$ cat src/rtl/mips_loader_pkg.sv
// Shared constants for the MIPS32 byte-stream program loader.
package mips_loader_pkg;

    // Loader FSM state encoding (kept as plain constants for legacy tools).
    typedef logic [3:0] state_t;

    localparam state_t IDLE = 4'd0;
    localparam state_t S_AH = 4'd1;
    localparam state_t S_AL = 4'd2;
    localparam state_t S_CH = 4'd3;
    localparam state_t S_CL = 4'd4;
    localparam state_t DATA = 4'd5;
    localparam state_t CSUM = 4'd6;
    localparam state_t RUN  = 4'd7;
    localparam state_t ERR  = 4'd8;

    // Default frame start byte.
    localparam logic [7:0] HDR_DEFAULT = 8'hA5;

    // Frame layout: HDR, ADDR_HI, ADDR_LO, CNT_HI, CNT_LO, 4*N data bytes, CSUM.
    localparam int unsigned HDR_BYTES  = 5;
    localparam int unsigned WORD_BYTES = 4;
    localparam int unsigned CSUM_BYTES = 1;

endpackage

$ cat src/rtl/ldr_word_pack.sv
// Packs accepted data bytes big-endian into 32-bit words.
module ldr_word_pack
    import mips_loader_pkg::*;
(
    input  logic        clk1,
    input  logic        rst,
    input  logic        clr,
    input  logic        shift_en,
    input  logic [7:0]  din,
    output logic [31:0] word,
    output logic        word_done
);

    logic [1:0]  cnt_q;
    // Only the first three bytes need storing; the fourth is taken straight from din.
    logic [23:0] sr_q;

    assign word_done = shift_en && (cnt_q == 2'(WORD_BYTES - 1));
    assign word      = {sr_q, din};

    // Byte counter and shift register advance on every accepted data byte.
    always_ff @(posedge clk1) begin
        if (rst || clr) begin
            cnt_q <= 2'd0;
            sr_q  <= 24'd0;
        end else if (shift_en) begin
            cnt_q <= cnt_q + 2'd1;
            sr_q  <= {sr_q[15:0], din};
        end
    end

endmodule

$ cat src/rtl/mips_loader.sv
// Framed byte-stream loader: writes a program image into the core memory
// port and releases the core from halt once the frame checksum verifies.
module mips_loader
    import mips_loader_pkg::*;
#(
    parameter int unsigned ADDR_W = 10,
    parameter logic [7:0]  HDR    = HDR_DEFAULT
) (
    input  logic              clk1,
    input  logic              rst,
    input  logic              in_valid,
    input  logic [7:0]        in_data,
    output logic              in_ready,
    output logic              mem_we,
    output logic [ADDR_W-1:0] mem_addr,
    output logic [31:0]       mem_wdata,
    output logic              core_run,
    output logic [ADDR_W-1:0] boot_pc,
    output logic              err
);

    state_t              state_q;
    logic [7:0]          addr_hi_q;
    logic [ADDR_W-1:0]   start_q;
    logic [ADDR_W-1:0]   addr_q;
    logic [15:0]         cnt_q;
    logic [7:0]          csum_q;
    logic                mem_we_q;
    logic [ADDR_W-1:0]   mem_addr_q;
    logic [31:0]         mem_wdata_q;

    logic                accept;
    logic                shift_en;
    logic                word_done;
    logic [31:0]         word;
    logic [15:0]         n_words;

    // Outputs decode from registered state only; no path from in_valid.
    assign in_ready  = (state_q != RUN) && (state_q != ERR);
    assign core_run  = (state_q == RUN);
    assign err       = (state_q == ERR);
    assign boot_pc   = core_run ? start_q : '0;
    assign mem_we    = mem_we_q;
    assign mem_addr  = mem_addr_q;
    assign mem_wdata = mem_wdata_q;

    assign accept   = in_valid && in_ready;
    assign shift_en = accept && (state_q == DATA);
    assign n_words  = {cnt_q[15:8], in_data};

    ldr_word_pack u_pack (
        .clk1      (clk1),
        .rst       (rst),
        .clr       (state_q == IDLE),
        .shift_en  (shift_en),
        .din       (in_data),
        .word      (word),
        .word_done (word_done)
    );

    // Frame FSM, header capture, running checksum and registered write port.
    always_ff @(posedge clk1) begin
        if (rst) begin
            state_q     <= IDLE;
            addr_hi_q   <= 8'd0;
            start_q     <= '0;
            addr_q      <= '0;
            cnt_q       <= 16'd0;
            csum_q      <= 8'd0;
            mem_we_q    <= 1'b0;
            mem_addr_q  <= '0;
            mem_wdata_q <= 32'd0;
        end else begin
            mem_we_q <= 1'b0;
            if (accept) begin
                case (state_q)
                    IDLE: begin
                        csum_q <= 8'd0;
                        if (in_data == HDR) state_q <= S_AH;
                    end
                    S_AH: begin
                        addr_hi_q <= in_data;
                        csum_q    <= csum_q ^ in_data;
                        state_q   <= S_AL;
                    end
                    S_AL: begin
                        start_q <= ADDR_W'({addr_hi_q, in_data});
                        addr_q  <= ADDR_W'({addr_hi_q, in_data});
                        csum_q  <= csum_q ^ in_data;
                        state_q <= S_CH;
                    end
                    S_CH: begin
                        cnt_q[15:8] <= in_data;
                        csum_q      <= csum_q ^ in_data;
                        state_q     <= S_CL;
                    end
                    S_CL: begin
                        cnt_q   <= n_words;
                        csum_q  <= csum_q ^ in_data;
                        state_q <= (n_words == 16'd0) ? CSUM : DATA;
                    end
                    DATA: begin
                        csum_q <= csum_q ^ in_data;
                        if (word_done) begin
                            mem_we_q    <= 1'b1;
                            mem_addr_q  <= addr_q;
                            mem_wdata_q <= word;
                            // Address wraps silently modulo 2^ADDR_W.
                            addr_q      <= addr_q + 1'b1;
                            cnt_q       <= cnt_q - 16'd1;
                            if (cnt_q == 16'd1) state_q <= CSUM;
                        end
                    end
                    CSUM: begin
                        state_q <= (in_data == csum_q) ? RUN : ERR;
                    end
                    default: state_q <= state_q;
                endcase
            end
        end
    end

endmodule

$ cat config.mk
export PLATFORM = sky130hd
export DESIGN_NAME = mips_loader
export DESIGN_NICKNAME = d
export VERILOG_FILES = /design/src/rtl/mips_loader_pkg.sv /design/src/rtl/ldr_word_pack.sv /design/src/rtl/mips_loader.sv
export SDC_FILE = /design/constraint.sdc
export NUM_CORES = 1
export LEC_CHECK = 0
export CAP_MARGIN = 15
export CORE_ASPECT_RATIO = 1.2
export CORE_MARGIN = 4
export CORE_UTILIZATION = 50
export CTS_CLUSTER_SIZE = 20
export DETAILED_ROUTE_END_ITERATION = 8
export GPL_ROUTABILITY_DRIVEN = 0
export PLACE_DENSITY_LB_ADDON = 0.15
export SYNTH_ARGS = -nofsm -noshare
export SYNTH_HDL_FRONTEND = slang
export SYNTH_HIERARCHICAL = 1
export SYNTH_SLANG_ARGS = --single-unit
$ cat constraint.sdc
create_clock -name clk1 -period 3.25 [get_ports clk1]
set_input_delay 0.65 -clock clk1 [delete_from_list [all_inputs] [get_ports clk1]]
set_output_delay 0.65 -clock clk1 [all_outputs]
set_load 0.005 [all_outputs]
=== After elaboration in Yosys (flattened, before gate mapping) ===
Cells that the tools add are included.

* Input bits: 11
* Output and inout port bits: 56
* Bits in registers: 119

* Multiplexer cells: 14
* Equal/unequal tests: 17
* Add/sub/neg operators: 3
* Reductions and logical operators: 22
* Bitwise gates (word level): 3

{| class="wikitable"
|+ Operator list
! operator !! number
|-
| $pmux 8 s2 || 3
|-
| $pmux 4 s7 || 1
|-
| $mux 10 || 2
|-
| $pmux 10 s2 || 1
|-
| $eq 16x1->1 const B || 1
|-
| $eq 4x3->1 const B || 4
|-
| $logic_not 16->1 || 1
|-
| $mux 16 || 1
|-
| $mux 4 || 4
|-
| $sub 16x1->16 const B || 1
|-
| $reduce_and 3->1 || 4
|-
| $add 10x1->10 const B || 1
|-
| $eq 4x2->1 const B || 2
|-
| $eq 8x8->1 || 1
|-
| $eq 8x8->1 const B || 1
|-
| $reduce_bool 2->1 || 4
|-
| $xor 8x8->8 || 1
|-
| $reduce_bool 7->1 || 1
|-
| $reduce_and 2->1 || 3
|-
| $reduce_and 5->1 || 1
|-
| $reduce_or 5->1 || 1
|-
| $eq 4x1->1 const B || 1
|-
| $eq 4x4->1 const B || 1
|-
| $logic_and 1x1->1 || 4
|-
| 12 further kinds || 14
|}

=== Longest topological paths before layout ===
* Word-level depth: 7
* Depth in mapped cells: 13
* Mapped depth without buffers: 8

=== By module ===
Netlist, hierarchy kept.

{| class="wikitable"
|+ By module, submodules not included
! module !! area an instance (um^2) !! cells an instance !! instances
|-
| mips_loader || 4,399.2 || 566 || 1
|-
| ldr_word_pack || 1,039.7 || 95 || 1
|}

=== Worst setup path before layout ===
OpenSTA, ideal clock, no wires.

* Path kind: register -> register
* Start: register state_q[0]
* End: register, netlist name cnt_q[9]
* Clock period less this slack: 3.016 ns
* Library setup time: 0.128 ns
* Path slack: 0.234 ns
* Arrival time: 2.888 ns
* Cell stages (with the launch flop): 14
* Data required time: 3.122 ns
* Path through: dfxtp_1 > buf_1 > nor4bb_1 > clkbuf_1 > and2_1 > buf_6 > buf_6 > and2_1 > nand3b_1 > a211oi_1 > buf_2 > o21ai_0 > a22oi_1 > nor2_1

{| class="wikitable"
|+ RTL lines
! what !! RTL line !! text
|-
| start: declaration || mips_loader.sv:22 || <nowiki>state_t state_q;</nowiki>
|-
| start signal: assignment || mips_loader.sv:100 || <nowiki>state_q <= (n_words == 16'd0) ? CSUM : DATA;</nowiki>
|-
| start signal: assignment || mips_loader.sv:115 || <nowiki>state_q <= (in_data == csum_q) ? RUN : ERR;</nowiki>
|-
| start signal: assignment || mips_loader.sv:117 || <nowiki>default: state_q <= state_q;</nowiki>
|}

=== Worst setup path in the final report ===
* Start: register state_q[2]
* End: output boot_pc[0]

* Longest elaborated chain between the ends: 2

{| class="wikitable"
|+ RTL lines
! what !! RTL line !! text
|-
| $eq 4x3->1 || mips_loader.sv:40 || <nowiki>assign core_run = (state_q == RUN);</nowiki>
|-
| $mux 10 || mips_loader.sv:42 || <nowiki>assign boot_pc = core_run ? start_q : '0;</nowiki>
|-
| end: declaration || mips_loader.sv:18 || <nowiki>output logic [ADDR_W-1:0] boot_pc,</nowiki>
|}

Every way passes these cells.

==> results.cfg <==
[floorplan]
die_w_um = 103
dieArea_um2 = 12600
fp-row-count = 41
coreArea_um2 = 10600
start_util_pct = 51.5
num_io_pins = 67
die_h_um = 122

[clock_network]
cts_resized = 0
clk_pin_slew_ps = 50
clock_latency_ps = 410
cts.sinks = 119
post-cts-setup-buffers = 0
holdBufCountCts = 0
cts_buffers = 17
htreeDepth = 4
clockBufferDepth = 2
root_buffer = clkbuf_16
cts_tree = done

[yosys]
synth_compound_area_share_pct = 17.4
yosysWarnings = 6
synthFlopType = dfxtp_1
synthSimpleGateAreaFrac_pct = 23.4
synth_top_cell_area_share_pct = 43.8
ys_ff_latch = 119
synth_top_family_by_area = simple AND/OR/NAND/NOR gates
synth_fa_ha_area_share_pct = 0.920
syn_nets = 676
synth_xor_area_share_pct = 1.45
synthCells = 661
yosysUniqueCellTypes = 62
synthArstFlopShare_pct = 0
seq_area_frac_synth_pct = 43.8
synth_area_per_cell_um2 = 8.23
synthMuxAreaShare_pct = 6.99
synth_area_leaders = dfxtp_1 44%, nand2_1 8.4%, mux2i_1 7.0%
yosysTopAreaCell = dfxtp_1
synth_edf_count = 0
synth_area_um2 = 5440

[sta]
setup_viol = 0
fin_crit_ps = 3030
tns_ps = 0
relSlewSlack_pct = 38.2
timing.final.crit_share_pct = 93.3
fmax_mhz = 330
rsz0062_at_grt = false
finalMaxSlewViolations = 0
hold_viol = 0
tightestPinTransition_ps = 927
skew_ps = 6.53

[critical_path]
critPathRequiredTime_ps = 2600
reg2reg_to = mem_wdata[9]
path_cells = nand2_1, nor2_1, buf_4, and2_1, clkdlybuf4s50_1
crit_path_max_fanout = 18
r2r_cells = 8
crit_arrival_ps = 2380
worstReg2RegStart = state_q[2]
worstSetupPathType = register to output port
ff2ff_setup_slack_ps = 570
cpMaxStageDelayCell = dfxtp_1
slowest_delay_ps = 690
endpoint_kind = output port
crit_path_start_kind = register

[placement]
post-dp-hpwl_um = 9960
portBuffers = 66

[finish]
fin_util_pct = 63.7
nets = 726
fill_cells = 912
antenna_cells = 0
area_delta_synth_final_pct = 23.7
drive_gt1_share_pct = 8.44

[drt]
drt_pre_antenna_iters = 5
avgRoutedWirePerCell_um = 17.3
ant_nets = 0
vias = 4945
first_iter_violations = 365
wirelength_um = 14800
viasPerCell = 5.80
drc_errors = 0

[run_status]
outcome = completed

[pwr]
leakage_nw = 2.27
ir_drop_v = 0.000410
power_density_nw_per_um2 = 526

[global_route]
grt_max_degree = 66
grt_pass1_vias = 4820
grt_pass1_wl_um = 24000
antenna_found_initial = 0
grt_util_all_layers_pct = 24.3
overflow = 0

[worst_hold_path]
min_delay_path_depth = 2
worstHoldEndpoint = mem_wdata[28]
min_from = u_pack/sr_q[20]
min_path_type = register to register

[run]
cap_violations = 0
==> layout make-up <==
class                   count  area, um^2  area share, %
clock buffers              19         453           6.73
clock inverters            12         175           2.60
inverters                   6        22.5          0.335
multi-input cells         482        2740           40.7
flip-flops and latches    119        2380           35.4
well taps                 129         161           2.40
repair buffers             85         798           11.9
==> Yosys cell counts (5+ instances only) <==
cell / number
and2_1: 14
buf_2: 5
nor4_1: 11
a21oi_1: 72
or3_1: 5
a211oi_1: 5
mux2i_1: 38
nand3_1: 9
o21ai_0: 22
o31ai_1: 5
nand2_1: 122
buf_6: 6
clkbuf_1: 32
nand2b_1: 5
nor2_1: 66
dfxtp_1: 119
a22oi_1: 11
buf_4: 8
nand3b_1: 12
o21ai_1: 16
xnor2_1: 5
==> stage by stage <==
stage / hold slack [ps] / power (W) / cell area [um^2] / worst slack (ps) / std cells
final: 449 / 0.00354 / 6730 / 219 / 852
after global routing: 462 / 0.00363 / 6730 / 90.3 / 852
after CTS: 451 / 0.00355 / 6730 / 228 / 852
after detailed placement: 443 / 0.00158 / 6100 / 464 / 821
after global placement: 443 / 0.00158 / 6100 / 556 / 821
after floorplan: 431 / 0.00154 / 5440 / 234 / 661
==> power breakdown <==
part / switching, W / internal (W) / total, W
Clock: 0.000673 / 0.00132 / 0.00199
Sequential: 0.000000431 / 0.00146 / 0.00146
Combinational: 0.0000602 / 0.0000274 / 0.0000875
Total: 0.000734 / 0.00280 / 0.00354
==> sequential cells by signal, summed over array words and instances, names as in the netlist <==
register	count
addr_hi_q	2
state_q	4
start_q	10
addr_q	10
u_pack/sr_q	24
cnt_q	16
mem_addr	10
u_pack/cnt_q	2
mem_we	1
mem_wdata	32
csum_q	8
==> per-layer routing <==
layer  wire length, um  share of wire [%]  track usage, %  vias to the layer above
met5                 0                  0               0                        -
met4               394                2.7            10.6                        0
met3               786                5.3            5.29                       36
met2              7590                 51            41.7                      164
met1              5980                 41            28.9                     2343
li1                  -                  -               -                     2402
==> worst max-delay path, delay by kind of cell (launching register included) <==
| kind | cells | cell delay (ps) |
|---|---|---|
| buffers and inverters | 2 | 730 |
| DFF | 1 | 690 |
| and+or+nand+nor | 3 | 550 |
==> cells by family after synthesis <==
kind of cell             Yosys count
AND/OR/NAND/NOR                  273
AO/OA/AOI/OAI                    158
flip-flops                       119
buffers and inverters             60
multiplexers                      38
XOR/XNOR                           9
adder cells (fa/ha/maj)            4
==> placed cells by master (no fill, tap or decap), drive strengths merged, types with 5 or more instances in the layout <==
| cell type | netlist | layout |
|---|---|---|
| nand2 | 122 | 122 |
| dfxtp | 119 | 119 |
| a21oi | 72 | 72 |
| nor2 | 67 | 67 |
| clkdlybuf4s50 | 0 | 65 |
| mux2i | 38 | 38 |
| o21ai | 38 | 38 |
| buf | 22 | 20 |
| clkbuf | 32 | 19 |
| and2 | 14 | 14 |
| nand3b | 12 | 12 |
| nor4 | 11 | 11 |
| a22oi | 11 | 11 |
| nand3 | 9 | 9 |
| inv | 6 | 7 |
| a211oi | 6 | 6 |
| nand2b | 5 | 5 |
| or3 | 5 | 5 |
| o31ai | 5 | 5 |
| xnor2 | 5 | 5 |
| or4 | 5 | 5 |
==> how the worst max path moves through the flow <==
stage / startpoint / endpoint / slack [ps] / depth (start not counted)
6_report: state_q[2] / boot_pc[0] / 220 / 5
4_1_cts: state_q[2] / boot_pc[9] / 230 / 5
3_5_place_dp: in_valid / mem_wdata[9] / 460 / 8
3_3_place_gp: in_valid / addr_q[6] / 560 / 9
5_1_grt: state_q[2] / boot_pc[9] / 90 / 5
2_1_floorplan: state_q[0] / cnt_q[9] / 230 / 13
(Power assumes the default switching activity.)
